<file path="config.mk">
export PLATFORM = sky130hd
export DESIGN_NAME = dnu_signext_writer_flat
export DESIGN_NICKNAME = d
export VERILOG_FILES = /design/src/rtl/dnu_signext_writer_if.sv /design/src/rtl/dnu_signext_writer.sv /design/src/flat_wrapper.sv
export SDC_FILE = /design/constraint.sdc
export NUM_CORES = 1
export LEC_CHECK = 0
export CAP_MARGIN = 20
export CELL_PAD_IN_SITES_DETAIL_PLACEMENT = 1
export CELL_PAD_IN_SITES_GLOBAL_PLACEMENT = 2
export CORE_ASPECT_RATIO = 1.75
export CORE_MARGIN = 2
export CORE_UTILIZATION = 20
export CTS_CLUSTER_SIZE = 16
export DETAILED_ROUTE_END_ITERATION = 8
export PLACE_DENSITY_LB_ADDON = 0.1
export SYNTH_ARGS = -nofsm -noshare
export SYNTH_HDL_FRONTEND = slang
export SYNTH_SLANG_ARGS = --single-unit
</file>
<file path="constraint.sdc">
create_clock -name write_clk -period 1.65 [get_ports write_clk]
set_input_delay 0.33 -clock write_clk [delete_from_list [all_inputs] [get_ports write_clk]]
set_output_delay 0.33 -clock write_clk [all_outputs]
set_load 0.01 [all_outputs]
</file>
<file path="src/rtl/dnu_signext_writer_if.sv">
// dnu_signext_writer_if: valid/ready chunk handshake from the sign-extension stage
interface dnu_signext_writer_if #(
  parameter int DATA_WIDTH = 85
);
  logic [DATA_WIDTH-1:0] sign_in;
  logic                  sign_valid;
  logic                  sign_ready;
  modport master (output sign_in, output sign_valid, input sign_ready);
  modport slave  (input sign_in, input sign_valid, output sign_ready);
endinterface

</file>
<file path="src/rtl/dnu_signext_writer.sv">
// dnu_signext_writer: write-side sequencer filling the DNU sign-extension buffer RAM one chunk per accept
module dnu_signext_writer #(
  parameter int ROW_CHUNK_NUM     = 9,
  parameter int CHECK_PARALLELISM = 85,
  parameter int DEPTH             = ROW_CHUNK_NUM,
  parameter int DATA_WIDTH        = CHECK_PARALLELISM,
  parameter int ADDR_WIDTH        = $clog2(DEPTH)
) (
  input  logic                  write_clk,
  input  logic                  rstn,
  dnu_signext_writer_if.slave   sif,
  input  logic                  frame_start,
  input  logic                  rd_release,
  output logic [DATA_WIDTH-1:0] signExten_din,
  output logic [ADDR_WIDTH-1:0] write_addr,
  output logic                  we,
  output logic                  frame_done,
  output logic                  frame_abort
);
  typedef enum logic [1:0] {IDLE, FILL, HOLD} state_t;
  localparam logic [ADDR_WIDTH-1:0] LAST = ADDR_WIDTH'(ROW_CHUNK_NUM - 1);
  state_t                r_state, w_next_state;
  logic [ADDR_WIDTH-1:0] r_cnt, r_addr;
  logic [DATA_WIDTH-1:0] r_din;
  logic                  r_we, r_done, r_abort;
  logic                  w_fill, w_accept, w_last, w_abort, w_start;
  assign w_fill   = r_state == FILL;
  assign w_abort  = w_fill & frame_start;
  assign w_accept = w_fill & sif.sign_valid & ~frame_start;
  assign w_last   = w_accept & (r_cnt == LAST);
  assign w_start  = frame_start & ((r_state == IDLE) | ((r_state == HOLD) & rd_release));
  assign signExten_din = r_din;
  assign write_addr    = r_addr;
  assign we            = r_we;
  assign frame_done    = r_done;
  assign frame_abort   = r_abort;
  // state register
  always_ff @(posedge write_clk)
    r_state <= !rstn ? IDLE : w_next_state;
  // next state: start arms FILL, last chunk parks in HOLD, release frees (or re-arms with start)
  always_comb
    w_next_state = r_state == IDLE ? (frame_start ? FILL : IDLE) :
                   r_state == FILL ? (w_last ? HOLD : FILL) :
                   rd_release      ? (frame_start ? FILL : IDLE) : HOLD;
  // producer is only ready while filling
  always_comb
    sif.sign_ready = w_fill;
  // chunk counter: cleared on start/abort/wrap, advanced on each kept accept
  always_ff @(posedge write_clk)
    if (!rstn || w_start || w_abort || w_last) r_cnt <= '0;
    else if (w_accept) r_cnt <= r_cnt + 1'b1;
  // registered RAM write port and event pulses
  always_ff @(posedge write_clk)
    if (!rstn) begin
      r_we    <= 1'b0;
      r_done  <= 1'b0;
      r_abort <= 1'b0;
      r_addr  <= '0;
      r_din   <= '0;
    end else begin
      r_we    <= w_accept;
      r_done  <= w_last;
      r_abort <= w_abort;
      if (w_accept) begin
        r_addr <= r_cnt;
        r_din  <= sif.sign_in;
      end
    end
endmodule

</file>
<file path="src/flat_wrapper.sv">
// flat-port wrapper written by rule: the top's interface ports become plain ports
module dnu_signext_writer_flat 
#(
  parameter int ROW_CHUNK_NUM     = 9,
  parameter int CHECK_PARALLELISM = 85,
  parameter int DEPTH             = ROW_CHUNK_NUM,
  parameter int DATA_WIDTH        = CHECK_PARALLELISM,
  parameter int ADDR_WIDTH        = $clog2(DEPTH)
)
  (write_clk, rstn, frame_start, rd_release, signExten_din, write_addr, we, frame_done, frame_abort, sif_sign_in, sif_sign_valid, sif_sign_ready);
  dnu_signext_writer_if #(.DATA_WIDTH(DATA_WIDTH)) sif_i ();
  input  logic write_clk;
  input  logic rstn;
  input  logic frame_start;
  input  logic rd_release;
  output logic [DATA_WIDTH-1:0] signExten_din;
  output logic [ADDR_WIDTH-1:0] write_addr;
  output logic we;
  output logic frame_done;
  output logic frame_abort;
  input wire logic [$bits(sif_i.sign_in)-1:0] sif_sign_in;
  input wire logic [$bits(sif_i.sign_valid)-1:0] sif_sign_valid;
  output wire logic [$bits(sif_i.sign_ready)-1:0] sif_sign_ready;
  assign sif_i.sign_in = sif_sign_in;
  assign sif_i.sign_valid = sif_sign_valid;
  assign sif_sign_ready = sif_i.sign_ready;
  dnu_signext_writer #(.ROW_CHUNK_NUM(ROW_CHUNK_NUM), .CHECK_PARALLELISM(CHECK_PARALLELISM), .DEPTH(DEPTH), .DATA_WIDTH(DATA_WIDTH), .ADDR_WIDTH(ADDR_WIDTH)) u_core (.write_clk(write_clk), .rstn(rstn), .sif(sif_i), .frame_start(frame_start), .rd_release(rd_release), .signExten_din(signExten_din), .write_addr(write_addr), .we(we), .frame_done(frame_done), .frame_abort(frame_abort));
endmodule
</file>
==> flow_summary_export.csv, run 1 <==
group,metric,value,unit
yosys,yosys.area.top_type,"dfxtp_1",
clock_tree,cts_made_buffers,9,
placement,routabilityCongestion,0.7010,
sta,tightest_slew,0.2491,ns
floorplanning,io_pins,183,
clock_tree,holdBufCountCts,0,
global_route,grt_max_degree,43,
floorplanning,row_count,63,
power,vdd_drop_max,0.0006094,V
global_route,grt_overflow,0,
detailed_routing,drc,0,
placement,hpwlAfterDp,9150,µm
global_route,use_met2,0.2646,
placement,placement.io_buffers,182,
sta,fin_skew,0.007874,ns
worst_setup_path,slowest_stage,"clkdlybuf4s50_1",
yosys,synthFlopType,"dfxtp_1",
detailed_routing,ant_nets,0,
run,max_cap_viol_count,0,
worst_setup_path,r2r-start,"u_core.r_cnt[0]$_SDFFE_PP0P_",
yosys,yosys_warnings,0,
power,power_density,869.6,mW/mm²
sta,fmax,634.8,MHz
yosys,synth_common_cells,"nand2_1 (180), dfxtp_1 (98), a21oi_1 (90)",
yosys,ys_seq_elements,98,
yosys,synthArstFlopShare,0,
clock_tree,root_buffer,"clkbuf_16",
power,p_leak,0.001987,µW
finish,post-route-util,0.3502,
placement,place_inst,825,
worst_setup_path,cp_cell_sequence,"clkdlybuf4s50_1",
placement,placedInstanceArea,0.005648,mm²
clock_tree,clock_sinks,98,
global_route,grt_pass1_vias,3644,
finish,num_antenna_cells,0,
finish,fillers,1999,
worst_setup_path,crit_family,"buffers and inverters",
sta,rsz0062_at_grt,"no",
min_path,hold_class,"reg -> reg",
worst_setup_path,crit_path_start_kind,"flip-flop",
floorplanning,start_util,0.2049,
finish,fin_area,0.005936,mm²
run_status,status,"finished, final reports clean",
global_route,grt_use_total,0.1349,
clock_tree,htreeDepth,3,
yosys,synth_cells,432,
sta,final_max_slew_viol_count,0,
clock_tree,clk_path_buf_depth,2,
sta,hold_viol_final,0,
min_path,whs_path_depth,2,
finish,multi_input_area,0.001349,mm²
yosys,yosysTopAreaCellShare,0.5648,
sta,setup_viol,0,
floorplanning,core,0.01695,mm²
finish,finalNonFillerCells,841,
global_route,met1_usage,0.1415,
worst_setup_path,cp.required,1.32,ns
sta,setup_tns,0,ns
yosys,seq_area_frac_synth,0.5648,
finish,syn2layout_area_growth,70.89,%
global_route,grt_use_met3,0.03361,
min_path,hp-start,"u_core.signExten_din[12]$_SDFFE_PN0P_",
floorplanning,fp.dieH,178.3,µm
detailed_routing,vias,3508,
yosys,netlist_area,0.003473,mm²
worst_setup_path,timing.rr.end,"u_core.r_cnt[2]$_SDFFE_PP0P_",
yosys,synth_edf_count,0,
yosys,avgSynthCellArea,8.040,µm²
clock_tree,cts_tree,"built",
floorplanning,dieArea,0.01848,mm²
finish,regArea,0.001962,mm²
global_route,grt_pass1_wl,19630,µm
sta,max_slew_margin,0.8329,
worst_setup_path,slowest_delay,0.59,ns
min_path,holdPathEnd,"u_core.signExten_din[12]$_SDFFE_PN0P_",
detailed_routing,drtIter0Drc,81,
clock_tree,path_clk_slew,0.07,ns
yosys,synth_nets,524,
finish,drive_above_1_share,0.05212,
sta,fin_crit,1.575,ns
clock_tree,post_cts_buffers,0,
detailed_routing,drt-pass1-iter-count,4,
worst_setup_path,r2r_cells,5,
clock_tree,cts_resized,1,
floorplanning,dieWidth,103.6,µm
finish,finalNetCount,701,
detailed_routing,viasPerCell,4.171,
detailed_routing,wl_per_cell,15.01,µm
worst_setup_path,path_buf_inv,1,
worst_setup_path,cp-end-kind,"primary output",
yosys,synthDistinctLibCells,26,
worst_setup_path,crit_fanout,2,
sta,min_period_over_period,0.9548,
global_route,busiest_layer,"met2",
worst_setup_path,critical_path_class,"reg -> out",
global_route,antenna_found_initial,0,
yosys,yosysMostFrequentCell,"nand2_1",
worst_setup_path,worstPathArrival,1.25,ns
clock_tree,clk_latency,0.33,ns
yosys,synth.area.top_cells,"dfxtp_1 (56%), nand2_1 (19%), a21oi_1 (13%)",
worst_setup_path,r2r_slack,0.24,ns
detailed_routing,drt_wl_total,12630,µm
==> how the worst max path moves through the flow <==
| stage | from | to | slack (ns) | cells after the start |
|---|---|---|---|---|
| detailed placement | frame_start | u_core.r_cnt[2]$_SDFFE_PP0P_ | -0.11 | 5 |
| global route | u_core.signExten_din[84]$_SDFFE_PN0P_ | signExten_din[84] | 0.03 | 1 |
| floorplan | u_core.r_state[1]$_SDFF_PP0_ | u_core.r_cnt[3]$_SDFFE_PP0P_ | 0.44 | 5 |
| CTS | u_core.signExten_din[52]$_SDFFE_PN0P_ | signExten_din[52] | 0.04 | 1 |
| finish | u_core.signExten_din[60]$_SDFFE_PN0P_ | signExten_din[60] | 0.07 | 1 |
| global placement | frame_start | u_core.r_cnt[2]$_SDFFE_PP0P_ | -0.12 | 5 |
==> sequential cells by signal, indices dropped and copies added (netlist names) <==
name                  count
u_core.we                 1
u_core.frame_done         1
u_core.signExten_din     85
u_core.r_state            2
u_core.frame_abort        1
u_core.write_addr         4
u_core.r_cnt              4
==> layout by cell type, fill, tap and decap left out, drive strengths merged <==
cell type / Yosys / layout
nor3: 2 / 2
and2: 1 / 1
ha: 2 / 2
clkbuf: 16 / 12
nand2: 180 / 180
nand4b: 1 / 1
nand3: 3 / 3
a211oi: 4 / 4
dlygate4sd2: 0 / 1
and3: 1 / 1
inv: 4 / 5
o21ai: 2 / 2
a21boi: 1 / 1
nor4: 1 / 1
nand2b: 3 / 3
bufinv: 0 / 1
dfxtp: 98 / 98
buf: 15 / 15
clkdlybuf4s50: 0 / 181
clkinvlp: 0 / 3
nor2b: 1 / 1
nand3b: 1 / 1
nor2: 2 / 2
nand4bb: 1 / 1
o21a: 1 / 1
and4bb: 1 / 1
a21oi: 90 / 90
==> cell type report <==
| cell class | instances | area share |
|---|---|---|
| clock buffers | 12 | 0.03984 |
| clock inverters | 4 | 0.008853 |
| inverters | 5 | 0.003162 |
| multi-input cells | 298 | 0.2272 |
| flip-flops and latches | 98 | 0.3305 |
| well taps | 227 | 0.04785 |
| repair buffers | 197 | 0.3425 |
==> where the power goes <==
group	total, µW	internal [µW]	leakage, µW	switching, µW
Combinational	596	361	0.00106	235
Sequential	2450	2420	0.000794	28.8
Clock	2110	1180	0.000129	932
==> metal layers <==
metal	up-vias	share of wire
met5	-	0
met3	6	0.050
met2	96	0.56
met4	0	0.010
li1	1745	-
met1	1661	0.38
==> cell families after synthesis <==
| family | share of synthesized area |
|---|---|
| compound gates | 0.1455 |
| fa+ha+maj | 0.007203 |
| buf+inv | 0.05259 |
| flops | 0.5648 |
| simple gates | 0.2298 |
==> per-stage QoR <==
| step | hold WS, ns | setup slack (ns) | power (µW) |
|---|---|---|---|
| floorplan | 0.4449 | 0.4405 | 2688 |
| global placement | 0.4412 | -0.1183 | 3113 |
| detailed placement | 0.4478 | -0.1130 | 3120 |
| CTS | 0.4574 | 0.04453 | 5281 |
| global route | 0.4729 | 0.02633 | 5391 |
| finish | 0.4540 | 0.07459 | 5161 |
(Power assumes the default switching activity.)
==> run 2, diff against run 1 <==
Settings changed: HOLD_SLACK_MARGIN from default to 0.06, REMOVE_ABC_BUFFERS from default to 1, SLEW_MARGIN from default to 20.
==> run 2 against run 1 <==
Final cell count is 0.48% lower. Die area stayed put. Global-route usage is 0.075 points lower. Maximum frequency shrank 0.77%. Power fell by 4.1%. Critical path type unchanged. Critical endpoint is now signExten_din[57]. Largest cell class unchanged.
==> flow_summary_export.csv, run 2 (synthesis gave the netlist of run 1 again) <==
group,metric,value,unit
detailed_routing,ant_nets,0,
finish,layout_commonest_cell,"clkdlybuf4s50_1",
finish,num_antenna_cells,0,
power,switchingPower,1158,µW
finish,largest_reg_flops,85,
detailed_routing,drt_wl_total,12200,µm
power,clockPowerShare,0.387,
global_route,grt_use_total,0.1341,
power,cellInternalPower,3790,µW
sta,fmax,629.9,MHz
detailed_routing,vias,3513,
sta,final_max_slew_viol_count,0,
detailed_routing,viasPerCell,4.197,
sta,setup_viol,0,
sta,fin_skew,0.009407,ns
sta,tightest_slew,0.3508,ns
finish,syn2layout_area_growth,68.44,%
clock_tree,clk_path_buf_depth,2,
placement,routabilityCongestion,0.7143,
finish,finalNetCount,698,
floorplanning,row_count,63,
global_route,grt_pass1_vias,3636,
detailed_routing,wl_per_cell,14.58,µm
sta,whs,0.4529,ns
floorplanning,start_util,0.2049,
worst_setup_path,critical_path_class,"reg -> out",
worst_setup_path,crit_family,"buffers and inverters",
worst_setup_path,cp.required,1.32,ns
sta,min_period_over_period,0.9622,
worst_setup_path,cp_cell_sequence,"clkdlybuf4s50_1",
run_status,status,"finished, final reports clean",
worst_setup_path,cp-end-kind,"primary output",
finish,fillers,2009,
placement,dp_slack,-0.1155,ns
power,combPwrFrac,0.117,
clock_tree,cts_made_buffers,9,
clock_tree,path_clk_slew,0.06,ns
clock_tree,root_buffer,"clkbuf_16",
power,swShare,0.2341,
finish,drive_above_1_share,0.04754,
floorplanning,dieWidth,103.6,µm
clock_tree,clock_sinks,98,
detailed_routing,drtIter0Drc,45,
sta,hold_viol_final,0,
min_path,hold_class,"reg -> reg",
clock_tree,htreeDepth,3,
worst_setup_path,crit_fanout,2,
detailed_routing,drc,0,
sta,layout_setup_ws,0.06240,ns
global_route,grt_max_degree,49,
placement,placement.io_buffers,182,
clock_tree,cts_tree,"built",
floorplanning,fp.dieH,178.3,µm
floorplanning,dieArea,0.01848,mm²
finish,mostFrequentLayoutCells,"clkdlybuf4s50_1 (181), nand2_1 (180), dfxtp_1 (98)",
worst_setup_path,crit_path_start_kind,"flip-flop",
sta,fin_crit,1.588,ns
power,vdd_drop_max,0.0003887,V
global_route,grt_overflow,0,
detailed_routing,drt-pass1-iter-count,4,
global_route,antenna_found_initial,0,
placement,hpwlAfterDp,8816,µm
power,p_seq_frac,0.496,
sta,max_slew_margin,0.7661,
worst_setup_path,path_buf_inv,1,
power,p_leak,0.001946,µW
floorplanning,core,0.01695,mm²
floorplanning,io_pins,183,
worst_setup_path,slowest_delay,0.60,ns
sta,rsz0062_at_grt,"no",
power,power_density,845.7,mW/mm²
clock_tree,post_cts_buffers,0,
clock_tree,clk_latency,0.34,ns
worst_setup_path,worstPathArrival,1.26,ns
global_route,grt_pass1_wl,19460,µm
run,max_cap_viol_count,0,
worst_setup_path,slowest_stage,"clkdlybuf4s50_1",
==> run 2: timing repair <==
item,in CTS,in global routing
resized for setup,1,0
hold buffers,0,0
endpoints found under the setup margin,1,0
==> run 2: final cells by class <==
class                   instances  area, µm²  share of cell area
clock buffers                  11      232.7             0.03978
clock inverters                 4      30.03            0.005133
inverters                       5      20.02            0.003422
multi-input cells             298       1349              0.2305
flip-flops and latches         98       1962              0.3353
well taps                     227      284.0             0.04855
repair buffers                194       1973              0.3373
==> run 2: stage by stage <==
| stage | total power (µW) | util | instances | cell area (µm²) | TNS, ns |
|---|---|---|---|---|---|
| after CTS | 5071 | 0.3452 | 837 | 5851 | 0 |
| after global placement | 3094 | 0.3298 | 822 | 5589 | -3.948 |
| final | 4948 | 0.3452 | 837 | 5851 | 0 |
| after global routing | 5193 | 0.3452 | 837 | 5851 | 0 |
| after detailed placement | 3101 | 0.3298 | 822 | 5589 | -7.171 |
| after floorplan | 2666 | - | 401 | 3309 | -141.98 |
==> run 2: worst reg2reg max path, delay by kind of cell (launching register included) <==
family	cells	cell delay, ns
flip-flops	1	0.41
AND/OR/NAND/NOR	2	0.39
AO/OA/AOI/OAI	1	0.24
adder cells (fa/ha/maj)	1	0.22
buffers and inverters	1	0.08
==> run 2: per-layer routing <==
layer / global-route usage / routed length [µm] / up-vias
li1: - / - / 1736
met1: 0.1430 / 4684 / 1679
met2: 0.2572 / 6818 / 89
met3: 0.03033 / 498 / 9
met4: 0.04842 / 200 / 0
met5: 0 / 0 / -
==> run 2: worst paths after layout <==
check                                        startpoint                                    end  slack, ns  cells past startpoint
hold reg to reg   u_core.signExten_din[33]$_SDFFE_PN0P_  u_core.signExten_din[33]$_SDFFE_PN0P_       0.45                      2
setup reg to reg           u_core.r_cnt[0]$_SDFFE_PP0P_           u_core.r_cnt[2]$_SDFFE_PP0P_       0.22                      5
setup / recovery  u_core.signExten_din[57]$_SDFFE_PN0P_                      signExten_din[57]       0.06                      1
hold / removal    u_core.signExten_din[33]$_SDFFE_PN0P_  u_core.signExten_din[33]$_SDFFE_PN0P_       0.45                      2
==> run 2: power groups by stage <==
stage | registers [µW] | clock network (µW) | logic [µW]
2_1_floorplan | 2530 | 0 | 131
4_1_cts | 2450 | 2020 | 596
3_3_place_gp | 2510 | 0 | 588
3_5_place_dp | 2510 | 0 | 593
6_report | 2450 | 1920 | 578
5_1_grt | 2460 | 2100 | 634
